--- src/rtl/atahost_pio_seq.sv ---
// rtl/atahost_pio_seq.sv - PIO ATA bus cycle sequencer (setup/strobe/IORDY wait/recovery)
// Optional IORDY watchdog: define ATAHOST_PIO_IORDY_TIMEOUT_EN.
module atahost_pio_seq #(
  parameter int          TWIDTH    = 8,
  parameter logic [15:0] IORDY_TMO = 16'hFFFF
) (
  input  logic              wb_clk_i,
  input  logic              arst_signal,
  input  logic              rst,
  input  logic              en,
  input  logic              req,
  input  logic              we,
  input  logic [3:0]        a,
  input  logic [15:0]       d,
  input  logic [TWIDTH-1:0] T1,
  input  logic [TWIDTH-1:0] T2,
  input  logic [TWIDTH-1:0] T4,
  input  logic [TWIDTH-1:0] Teoc,
  input  logic              iordy_en,
  output logic              ack,
  output logic [15:0]       q,
  output logic              busy,
  output logic              err,
  output logic              DIORn,
  output logic              DIOWn,
  output logic [2:0]        DA,
  output logic              CS0n,
  output logic              CS1n,
  input  logic [15:0]       DDi,
  output logic [15:0]       DDo,
  output logic              DDoe,
  input  logic              IORDY
);

  typedef enum logic [2:0] {
    S_IDLE,
    S_SETUP,
    S_STROBE,
    S_WAIT,
    S_RECOVER
  } state_t;

  state_t            state;
  logic [TWIDTH-1:0] cnt;
  logic [TWIDTH-1:0] hold;
  logic [TWIDTH-1:0] t2_r;
  logic [TWIDTH-1:0] t4_r;
  logic [TWIDTH-1:0] teoc_r;
  logic              we_r;
  logic              iordy_m;
  logic              iordy_s;
  logic              end_now;
  logic              tmo_hit;

`ifdef ATAHOST_PIO_IORDY_TIMEOUT_EN
  logic [15:0] wd;
  logic        err_r;

  assign tmo_hit = (state == S_WAIT) && !iordy_s && (wd == IORDY_TMO - 16'd1);
  assign err     = err_r;
`else
  logic unused_tmo;

  assign unused_tmo = ^IORDY_TMO;
  assign tmo_hit    = 1'b0;
  assign err        = 1'b0;
`endif

  // IORDY is fully asynchronous to wb_clk_i; idle level is "ready".
  always_ff @(posedge wb_clk_i or negedge arst_signal) begin
    if (!arst_signal) begin
      iordy_m <= 1'b1;
      iordy_s <= 1'b1;
    end else if (rst) begin
      iordy_m <= 1'b1;
      iordy_s <= 1'b1;
    end else begin
      iordy_m <= IORDY;
      iordy_s <= iordy_m;
    end
  end

  // END is not a state of its own: it is the exit edge of STROBE or WAIT.
  always_comb begin
    end_now = 1'b0;
    if (state == S_STROBE && cnt == '0 && !(iordy_en && !iordy_s))
      end_now = 1'b1;
    if (state == S_WAIT && (iordy_s || tmo_hit))
      end_now = 1'b1;
  end

  always_ff @(posedge wb_clk_i or negedge arst_signal) begin
    if (!arst_signal) begin
      state  <= S_IDLE;
      cnt    <= '0;
      hold   <= '0;
      t2_r   <= '0;
      t4_r   <= '0;
      teoc_r <= '0;
      we_r   <= 1'b0;
      ack    <= 1'b0;
      q      <= 16'h0000;
      busy   <= 1'b0;
      DIORn  <= 1'b1;
      DIOWn  <= 1'b1;
      DA     <= 3'd0;
      CS0n   <= 1'b1;
      CS1n   <= 1'b1;
      DDo    <= 16'h0000;
      DDoe   <= 1'b0;
`ifdef ATAHOST_PIO_IORDY_TIMEOUT_EN
      wd     <= 16'h0000;
      err_r  <= 1'b0;
`endif
    end else if (rst) begin
      state  <= S_IDLE;
      cnt    <= '0;
      hold   <= '0;
      t2_r   <= '0;
      t4_r   <= '0;
      teoc_r <= '0;
      we_r   <= 1'b0;
      ack    <= 1'b0;
      q      <= 16'h0000;
      busy   <= 1'b0;
      DIORn  <= 1'b1;
      DIOWn  <= 1'b1;
      DA     <= 3'd0;
      CS0n   <= 1'b1;
      CS1n   <= 1'b1;
      DDo    <= 16'h0000;
      DDoe   <= 1'b0;
`ifdef ATAHOST_PIO_IORDY_TIMEOUT_EN
      wd     <= 16'h0000;
      err_r  <= 1'b0;
`endif
    end else begin
      ack <= 1'b0;
`ifdef ATAHOST_PIO_IORDY_TIMEOUT_EN
      err_r <= 1'b0;
`endif
      case (state)
        S_IDLE: begin
          if (req && en) begin
            we_r   <= we;
            DA     <= a[2:0];
            CS0n   <= a[3];
            CS1n   <= ~a[3];
            cnt    <= T1;
            t2_r   <= T2;
            t4_r   <= T4;
            teoc_r <= Teoc;
            busy   <= 1'b1;
            state  <= S_SETUP;
            if (we) begin
              DDo  <= d;
              DDoe <= 1'b1;
            end
          end
        end

        S_SETUP: begin
          if (cnt == '0) begin
            if (we_r)
              DIOWn <= 1'b0;
            else
              DIORn <= 1'b0;
            cnt   <= t2_r;
            state <= S_STROBE;
          end else begin
            cnt <= cnt - TWIDTH'(1);
          end
        end

        S_STROBE: begin
          if (cnt != '0) begin
            cnt <= cnt - TWIDTH'(1);
          end else if (!end_now) begin
            state <= S_WAIT;
`ifdef ATAHOST_PIO_IORDY_TIMEOUT_EN
            wd    <= 16'h0000;
`endif
          end
        end

        S_WAIT: begin
`ifdef ATAHOST_PIO_IORDY_TIMEOUT_EN
          if (!end_now)
            wd <= wd + 16'd1;
`endif
        end

        S_RECOVER: begin
          // Hold window never outlasts recovery, since recovery is max(Teoc,T4).
          if (hold == '0)
            DDoe <= 1'b0;
          else
            hold <= hold - TWIDTH'(1);
          if (cnt == '0) begin
            CS0n  <= 1'b1;
            CS1n  <= 1'b1;
            DDoe  <= 1'b0;
            busy  <= 1'b0;
            state <= S_IDLE;
          end else begin
            cnt <= cnt - TWIDTH'(1);
          end
        end

        default: begin
          state <= S_IDLE;
          busy  <= 1'b0;
        end
      endcase

      if (end_now) begin
        DIORn <= 1'b1;
        DIOWn <= 1'b1;
        ack   <= 1'b1;
        if (!we_r)
          q <= tmo_hit ? 16'hFFFF : DDi;
        cnt   <= (teoc_r > t4_r) ? teoc_r : t4_r;
        hold  <= t4_r;
        state <= S_RECOVER;
`ifdef ATAHOST_PIO_IORDY_TIMEOUT_EN
        err_r <= tmo_hit;
`endif
      end
    end
  end

endmodule

--- config.mk ---
export PLATFORM = sky130hd
export DESIGN_NAME = atahost_pio_seq
export DESIGN_NICKNAME = d
export VERILOG_FILES = /design/src/rtl/atahost_pio_seq.sv
export SDC_FILE = /design/constraint.sdc
export NUM_CORES = 1
export LEC_CHECK = 0
export CAP_MARGIN = 30
export CORE_UTILIZATION = 28
export DETAILED_ROUTE_END_ITERATION = 10
export GPL_ROUTABILITY_DRIVEN = 0
export GPL_TIMING_DRIVEN = 0
export PLACE_DENSITY = 0.56
export SLEW_MARGIN = 20
export SYNTH_ARGS = -nofsm -noshare
export SYNTH_HDL_FRONTEND = slang
export SYNTH_SLANG_ARGS = --single-unit
--- constraint.sdc ---
create_clock -name wb_clk_i -period 2.99 [get_ports wb_clk_i]
set_input_delay 0.598 -clock wb_clk_i [delete_from_list [all_inputs] [get_ports wb_clk_i]]
set_output_delay 0.598 -clock wb_clk_i [all_outputs]
set_load 0.02 [all_outputs]
Word-level counts from Yosys, hierarchy flattened
Index checks and enable logic that the tools add are counted.
{ "word_totals": {"out_inout_bits": 43, "word_cells": 149, "inputBits": 76, "reg_bits": 88} }
{ "classes": {"muxes": 74, "n_eq_ne": 19, "magnitude_cmp": 1, "n_bitwise": 1, "reduce_logical": 33, "n_addsub": 2} }
{ "ops": {"columns": ["cell", "n"], "rows": [
  ["2-to-1 mux 8 bit", 20],
  ["2-to-1 mux 16 bit", 7],
  ["2-to-1 mux 1 bit", 32],
  ["one-hot mux 8 bit (4 select lines)", 1],
  ["2-to-1 mux 3 bit", 9],
  ["inequality test 4 bit (second input constant)", 6],
  ["logical NOT 8 bit", 2],
  ["subtractor 8 x 1 -> 8 bit (second input constant)", 2],
  ["inequality test 3 bit (second input constant)", 5],
  ["one-hot mux 3 bit (5 select lines)", 1],
  ["AND reduction 3 bit", 5],
  ["nonzero test 3 bit", 5],
  ["> comparator 8 bit", 1],
  ["AND reduction 4 bit", 2],
  ["nonzero test 2 bit", 4],
  ["nonzero test 8 bit", 1],
  ["== test 3 x 2 -> 1 bit (second input constant)", 2],
  ["one-hot mux 1 bit (2 select lines)", 3],
  ["AND reduction 2 bit", 3],
  ["nonzero test 6 bit", 1],
  ["logical AND 1 bit", 5],
  ["AND reduction 5 bit", 1],
  ["inequality test 4 x 3 -> 1 bit (second input constant)", 1],
  ["== test 3 x 1 -> 1 bit (second input constant)", 1],
  ["other kinds (9)", 10]
]} }

Logic depth before layout (Yosys ltp)
Gate-level depths: netlist of the first run.
{ "depth": {"depth_word": 8, "ltp_mapped": 11, "ltp_nobuf": 8} }

Worst setup path before layout of the first run
OpenSTA, ideal clock, no wires.
{ "synth_path": {"path_kind": "register -> register", "startpoint": "register cnt[0]", "endpoint": "register q[0]", "t_required_ns": 2.854, "stages_incl_launch_ff": 12, "setup_time_ns": 0.136, "path_buffers": 3, "arrival_time_ns": 2.025, "synth_period_minus_slack_ns": 2.161, "slack_ns": 0.829, "path_cell_list": "dfrtp_1 inv_1 ha_1 or3b_4 nor2_8 o221a_2 buf_6 nand2b_1 clkbuf_1 buf_2 nand2_1 a21oi_1"} }
{ "synth_via": {"elab_chain_len": 7} }
{ "synth_lines": {"columns": ["item", "line", "rtl"], "rows": [
  ["start, declared", "44", "logic [TWIDTH-1:0] cnt;"],
  ["start signal, assigned", "168", "cnt <= t2_r;"],
  ["start signal, assigned", "171", "cnt <= cnt - TWIDTH'(1);"],
  ["start signal, assigned", "177", "cnt <= cnt - TWIDTH'(1);"],
  ["logical NOT 8 bit", "86", "if (state == S_STROBE && cnt == '0 && !(iordy_en && !iordy_s))"],
  ["logical AND 1 bit (2 in a row)", "86", null],
  ["2-to-1 mux 1 bit", "86", null],
  ["2-to-1 mux 1 bit", "88", "if (state == S_WAIT && (iordy_s || tmo_hit))"],
  ["nonzero test 2 bit (no source line)", null, null],
  ["AND reduction 2 bit (no source line)", null, null],
  ["end signal, assigned", "221", "q <= tmo_hit ? 16'hFFFF : DDi;"],
  ["end, declared", "21", "output logic [15:0] q,"]
]} }
No other way between the ends.
A chain may end at the register's enable or synchronous reset.

Final worst setup path of the first run
{ "layout_path": {"startpoint": "register cnt[0]", "endpoint": "register cnt[7]"} }
{ "layout_via": {"elab_chain_len": 7, "word_cells_on_any_way": 18, "classes_between": "1 x add/sub; 3 x eq/ne; 8 x mux; 6 x reduce/logical"} }
{ "layout_lines": {"columns": ["item"], "rows": [
  ["branches (longest 7 deep; another with subtractor 8 x 1 -> 8 bit)"]
]} }
Several ways; the timed one is not identified. The select of a mux whose other input is x is not followed.

==> impl_metrics.json, run 1 <==
{
  "outcome": "complete, no violations",
  "synth_edf_count": 0,
  "power.total_mw": 4.37,
  "cts_root_buffer": "clkbuf_16",
  "ir_worst_vdd_mv": 0.320,
  "ctsHoldBuffers": 0,
  "drc": 0,
  "drt_iter0_markers": 321,
  "num_antenna_cells": 0,
  "area_growth_pct": 40.7,
  "cts.sink_count": 88,
  "worstPathRequired_ps": 3280,
  "endpoint_kind": "flip-flop",
  "hold_path.class": "primary input to asynchronous set/reset pin",
  "p_leak_nw": 2.52,
  "cts_made_buffers": 9,
  "min_period_ps": 2520,
  "grt_max_degree": 50,
  "synthArstFlopShare_pct": 100,
  "skew_ps": 8.48,
  "grt_overflow": 0,
  "pwr_density_cell_nw_per_um2": 705,
  "num_vias": 3931,
  "critPathLaunchType": "flip-flop",
  "finalMaxSlewViolations": 0,
  "crit_fanout": 7,
  "ys_types": 62,
  "antenna_found_initial": 0,
  "grt.total_usage_pct": 16.1,
  "pwr-share-comb_pct": 36.0,
  "place_area_um2": 5860,
  "firstDrtPassIters": 4,
  "synth.yosys.warnings": 0,
  "drtAntennaViolNets": 0,
  "hold_viol": 0,
  "syn_area_um2": 4410,
  "cts_max_level": 3,
  "wl_um": 12400,
  "die_h_um": 127,
  "coreArea_um2": 15300,
  "fmax_ghz": 0.397,
  "layout-drive-gt1-share_pct": 8.42,
  "clkLatencyLatePin_ps": 350,
  "maxCapViolCount": 0,
  "power_frac_clock_pct": 29.6,
  "synthFlopType": "dfrtp_1",
  "syn_area_per_cell_um2": 9.32,
  "critPathArrivalTime_ps": 2810,
  "initial_core_util_pct": 28.9,
  "cts_tree": "yes",
  "tightest_slew_ps": 650,
  "syn_nets": 560,
  "met2WireLength_um": 5790,
  "dieArea_um2": 16200,
  "dr_wl_met3_um": 1030,
  "num_rows": 45,
  "setup_viol_count_final": 0,
  "slew_headroom_pct": 56.5,
  "grt_first_pass_wirelength_um": 20200,
  "fillers": 1529,
  "ctsResizeCount": 0,
  "finalCritPeriodShare_pct": 84.3,
  "ys_seq_area_share_pct": 50.1,
  "wire_per_inst_um": 15.2,
  "highest_layer": "met4",
  "postSynthCellCount": 473,
  "design_area_um2": 6200,
  "pwr-share-seq_pct": 34.4,
  "die_width_um": 127,
  "rsz0062_at_grt": "false",
  "viasPerCell": 4.81,
  "clk_pin_slew_ps": 60,
  "grt_pass1_vias": 4082,
  "hpwl_um": 9500,
  "met1_length_um": 5410,
  "power_switching_mw": 1.55,
  "ios": 119,
  "cts_max_path_buffers": 2,
  "nNetsFinal": 688,
  "critPathKind": "flip-flop to flip-flop",
  "port_buffers": 116,
  "p_int_mw": 2.82,
  "postCtsSetupBuffers": 0,
  "yosys_register_bits": 88,
  "p_sw_share_pct": 35.5
}
## flip-flops by register name, summed over array words and instances, names as in the netlist
register	flops
DDoe	1
ack	1
we_r	1
hold	8
cnt	8
DIOWn	1
DIORn	1
teoc_r	8
DDo	16
CS0n	1
iordy_m	1
busy	1
t4_r	8
q	16
state	3
iordy_s	1
DA	3
CS1n	1
t2_r	8
## logic make-up after synthesis
| group | share of synthesized area (%) |
|---|---|
| compound gates | 21.2 |
| xor+xnor | 1.79 |
| fa+ha+maj | 3.35 |
| buf+inv | 4.23 |
| flops | 50.1 |
| mux | 0.454 |
| other cells | 0.0851 |
| simple gates | 18.7 |
## synth_stat cells (5+ instances only)
| master | count | share of area [%] |
|---|---|---|
| xnor2_1 | 5 | 0.99 |
| dfrtp_1 | 82 | 47 |
| nand2_1 | 110 | 9.4 |
| o21ai_0 | 15 | 1.7 |
| a22o_1 | 17 | 3.4 |
| a22oi_1 | 7 | 1.2 |
| nor2_1 | 25 | 2.1 |
| ha_1 | 11 | 3.1 |
| a211oi_1 | 6 | 1.0 |
| nor3_1 | 8 | 0.91 |
| clkbuf_1 | 14 | 1.2 |
| o211ai_1 | 5 | 0.85 |
| a21oi_1 | 68 | 7.7 |
| inv_1 | 16 | 1.4 |
| dfstp_2 | 6 | 3.6 |
## path summary, 6_finish.rpt
kind / slack, ps / end / from / depth (start not counted)
worst max-delay path: 470 / cnt[7] / cnt[0] / 8
worst min-delay path: 230 / q[7] / arst_signal / 1
worst max register to register: 470 / cnt[7] / cnt[0] / 8
worst min register to register: 460 / DIOWn / DIOWn / 2
max in group asynchronous: 2070 / iordy_s / arst_signal / 2
min in group wb_clk_i: 460 / DIOWn / DIOWn / 2
## per-layer routing
metal,track usage [%],up-vias
met3,5.70,15
li1,-,1929
met2,25.6,134
met4,6.44,0
met1,19.9,1853
met5,0,-
## layout by cell type (no fill, tap or decap), drive strengths merged, types with 6 or more instances in the layout
master / n
clkdlybuf4s50: 115
nand2: 110
dfrtp: 82
a21oi: 68
nor2: 28
clkbuf: 24
a22o: 17
inv: 16
o21ai: 16
ha: 11
buf: 11
nor3: 10
a22oi: 7
a211oi: 7
dfstp: 6
## critical path, cell delays in order, from the launching register on
cell	delay [ps]
dfrtp_1	410
inv_1	70
ha_1	210
or3b_4	460
nor3_2	530
nand2_1	130
a311oi_1	360
a311o_1	170
a22o_1	120
## power groups by stage
stage	Clock, mW	Sequential, mW	Combinational, mW
4_1_cts	1.33	1.50	1.58
6_report	1.29	1.51	1.57
3_3_place_gp	0	1.52	1.54
2_1_floorplan	0	1.55	0.994
3_5_place_dp	0	1.52	1.57
5_1_grt	1.38	1.53	1.74
## cell type report
class | instances | area (µm²) | area share [%]
timing repair buffer | 117 | 1190 | 19.1
tap | 211 | 264 | 4.26
buffer | 24 | 126 | 2.04
multi-input combinational | 345 | 2010 | 32.4
sequential | 88 | 2210 | 35.6
clock inverter | 7 | 120 | 1.94
inverter | 16 | 60.1 | 0.968
clock buffer | 9 | 225 | 3.63
## metrics by stage
stage          setup slack, ps  setup TNS, ps  hold slack, ps  util [%]  cells
3_5_place_dp               189              0             454      38.4    801
3_3_place_gp             -1900        -160230             450      38.2    800
4_1_cts                    430              0             246      40.6    817
2_1_floorplan              829              0             302         -    473
6_report                   470              0             233      40.6    817
5_1_grt                    293              0             275      40.6    817
(Power assumes the default switching activity.)
==> inputs of run 2 (changes only) <==
--- a/config.mk
+++ b/config.mk
@@ -10,7 +10,7 @@
 export DETAILED_ROUTE_END_ITERATION = 10
 export GPL_ROUTABILITY_DRIVEN = 0
 export GPL_TIMING_DRIVEN = 0
-export PLACE_DENSITY = 0.56
+export PLACE_DENSITY = 0.58
 export SLEW_MARGIN = 20
 export SYNTH_ARGS = -nofsm -noshare
 export SYNTH_HDL_FRONTEND = slang
==> constraint.sdc (replaced) <==
create_clock -name wb_clk_i -period 2.25 [get_ports wb_clk_i]
set_input_delay 0.45 -clock wb_clk_i [delete_from_list [all_inputs] [get_ports wb_clk_i]]
set_output_delay 0.45 -clock wb_clk_i [all_outputs]
set_load 0.02 [all_outputs]
==> run 2 against run 1 <==
Compared with the run above: setup slack got worse by 470 ps; worst hold slack improved by 220 ps; combinational power increased by 53%; critical path type unchanged; largest cell class unchanged; highest routed layer unchanged.
==> impl_metrics.json, run 2 (synthesized netlist as in run 1, its figures left out) <==
{
  "cts_max_path_buffers": 2,
  "critPathArrivalTime_ps": 2480,
  "port_buffers": 116,
  "coreArea_um2": 15300,
  "outcome": "complete, no violations",
  "rsz0062_at_grt": "true",
  "viasPerCell": 4.88,
  "grt_pass1_vias": 4102,
  "drt_iter0_markers": 284,
  "p_leak_nw": 2.62,
  "initial_core_util_pct": 28.9,
  "finalMaxSlewViolations": 0,
  "path_cells": "inv_2, ha_4, or3b_4, nor2_8, o221a_4, buf_8, a311oi_1, a311o_1, a22o_1",
  "cts_max_level": 3,
  "die_h_um": 127,
  "ir_worst_vdd_mv": 0.424,
  "slowest_stage": "or3b_4",
  "grt.total_usage_pct": 16.2,
  "die_width_um": 127,
  "tightest_slew_ps": 591,
  "cts.sink_count": 88,
  "fin_setup_tns_ps": 0,
  "antenna_found_initial": 0,
  "maxCapViolCount": 0,
  "finalCritPeriodShare_pct": 99.9,
  "hpwl_um": 9390,
  "nNetsFinal": 701,
  "num_antenna_cells": 0,
  "hold_path.class": "flip-flop to flip-flop",
  "cts_root_buffer": "clkbuf_16",
  "power.total_mw": 6.04,
  "worst_slack_ps": 2.45,
  "setup_viol_count_final": 0,
  "fmax_ghz": 0.445,
  "pre_cts_slack_ps": -385,
  "fillers": 1537,
  "final_cells": 830,
  "grt_first_pass_wirelength_um": 20500,
  "hold_ws_ps": 458,
  "wl_um": 12800,
  "layout_commonest_cell": "clkdlybuf4s50_1",
  "min_period_ps": 2250,
  "num_vias": 4048,
  "slew_headroom_pct": 60.3,
  "dieArea_um2": 16200,
  "slowest_delay_ps": 440,
  "layout_common_cells": "115 x clkdlybuf4s50_1, 109 x nand2_1, 82 x dfrtp_1",
  "drtAntennaViolNets": 0,
  "ios": 119,
  "pwr_density_cell_nw_per_um2": 938,
  "critPathLaunchType": "flip-flop",
  "grt_max_degree": 62,
  "firstDrtPassIters": 5,
  "layout-drive-gt1-share_pct": 13.7,
  "largest_registers": "DDo x16, q x16",
  "endpoint_kind": "flip-flop",
  "grt_overflow": 0,
  "worstPathRequired_ps": 2480,
  "clkLatencyLatePin_ps": 350,
  "num_rows": 45,
  "wire_per_inst_um": 15.4,
  "dp_cells": 801,
  "hold_viol": 0,
  "cts_tree": "yes",
  "cts_made_buffers": 9,
  "clk_pin_slew_ps": 70,
  "area_growth_pct": 46.1,
  "crit_fanout": 8,
  "drc": 0,
  "critPathKind": "flip-flop to flip-flop",
  "skew_ps": 8.42
}
run 2: cell count changes in the layout (fill, tap and decap cells not counted), moves of 3 or more:
cell / change
buf_4: +14
clkbuf_2: +3
clkbuf_1: -3
buf_2: -3
run 2: layer usage:
layer / up-vias / track usage, % / wire length [µm]
met4: 0 / 5.32 / 251
met1: 1911 / 19.6 / 5580
li1: 1954 / - / -
met2: 161 / 26.2 / 5820
met3: 22 / 6.62 / 1100
met5: - / 0 / 0
run 2: what timing repair did:
item	CTS	global route
hold endpoints to repair	21	0
setup endpoints to repair	42	44
hold buffers	1	0
cloned	0	0
setup buffers	6	8
pin swaps	3	6
resized for setup	15	21
run 2: report_power, final:
part / switching [mW] / internal, mW / leakage, nW
combinational: 1.35 / 1.04 / 1.27
clock: 0.630 / 1.01 / 0.159
sequential: 0.210 / 1.80 / 1.19
run 2: final timing paths:
check                       startpoint  endpoint  slack (ps)  cells after the start
min in group asynchronous  arst_signal      busy         540                      2
hold reg to reg                  DIOWn     DIOWn         460                      2
hold / removal                   DIOWn     DIOWn         460                      2
setup / recovery                cnt[1]    cnt[7]           2                      9
setup reg to reg                cnt[1]    cnt[7]           2                      9
max in group asynchronous  arst_signal      q[5]        1130                      3
run 2: worst max-delay path, delay by kind of cell, from the launching register on:
family	cells	cell delay, ps
and+or+nand+nor	2	610
adders and majority gates	1	140
buffers and inverters	2	220
DFF	1	420
AOI/OAI and AO/OA	4	730
run 2: cell type report:
type,instances,area (µm²),share of cell area (%)
plain buffers,22,130,2.02
clock buffers,10,239,3.71
flip-flops and latches,88,2210,34.3
clock inverters,6,90.1,1.40
multi-input cells,345,2140,33.3
well taps,211,264,4.10
inverters,16,60.1,0.933
repair buffers,132,1310,20.3
run 2: per-stage QoR:
step                util, %  cell area (µm²)
finish                 42.2             6440
global route           42.2             6440
CTS                    41.3             6310
detailed placement     38.4             5860
global placement       38.2             5830
floorplan                 -             4410
==> inputs of run 3 (changes only) <==
--- a/config.mk
+++ b/config.mk
@@ -7,6 +7,7 @@
 export LEC_CHECK = 0
 export CAP_MARGIN = 30
 export CORE_UTILIZATION = 28
+export CTS_CLUSTER_SIZE = 28
 export DETAILED_ROUTE_END_ITERATION = 10
 export GPL_ROUTABILITY_DRIVEN = 0
 export GPL_TIMING_DRIVEN = 0
==> results of run 3 <==
The final DEF is identical to that of run 2; final timing and power are the same.
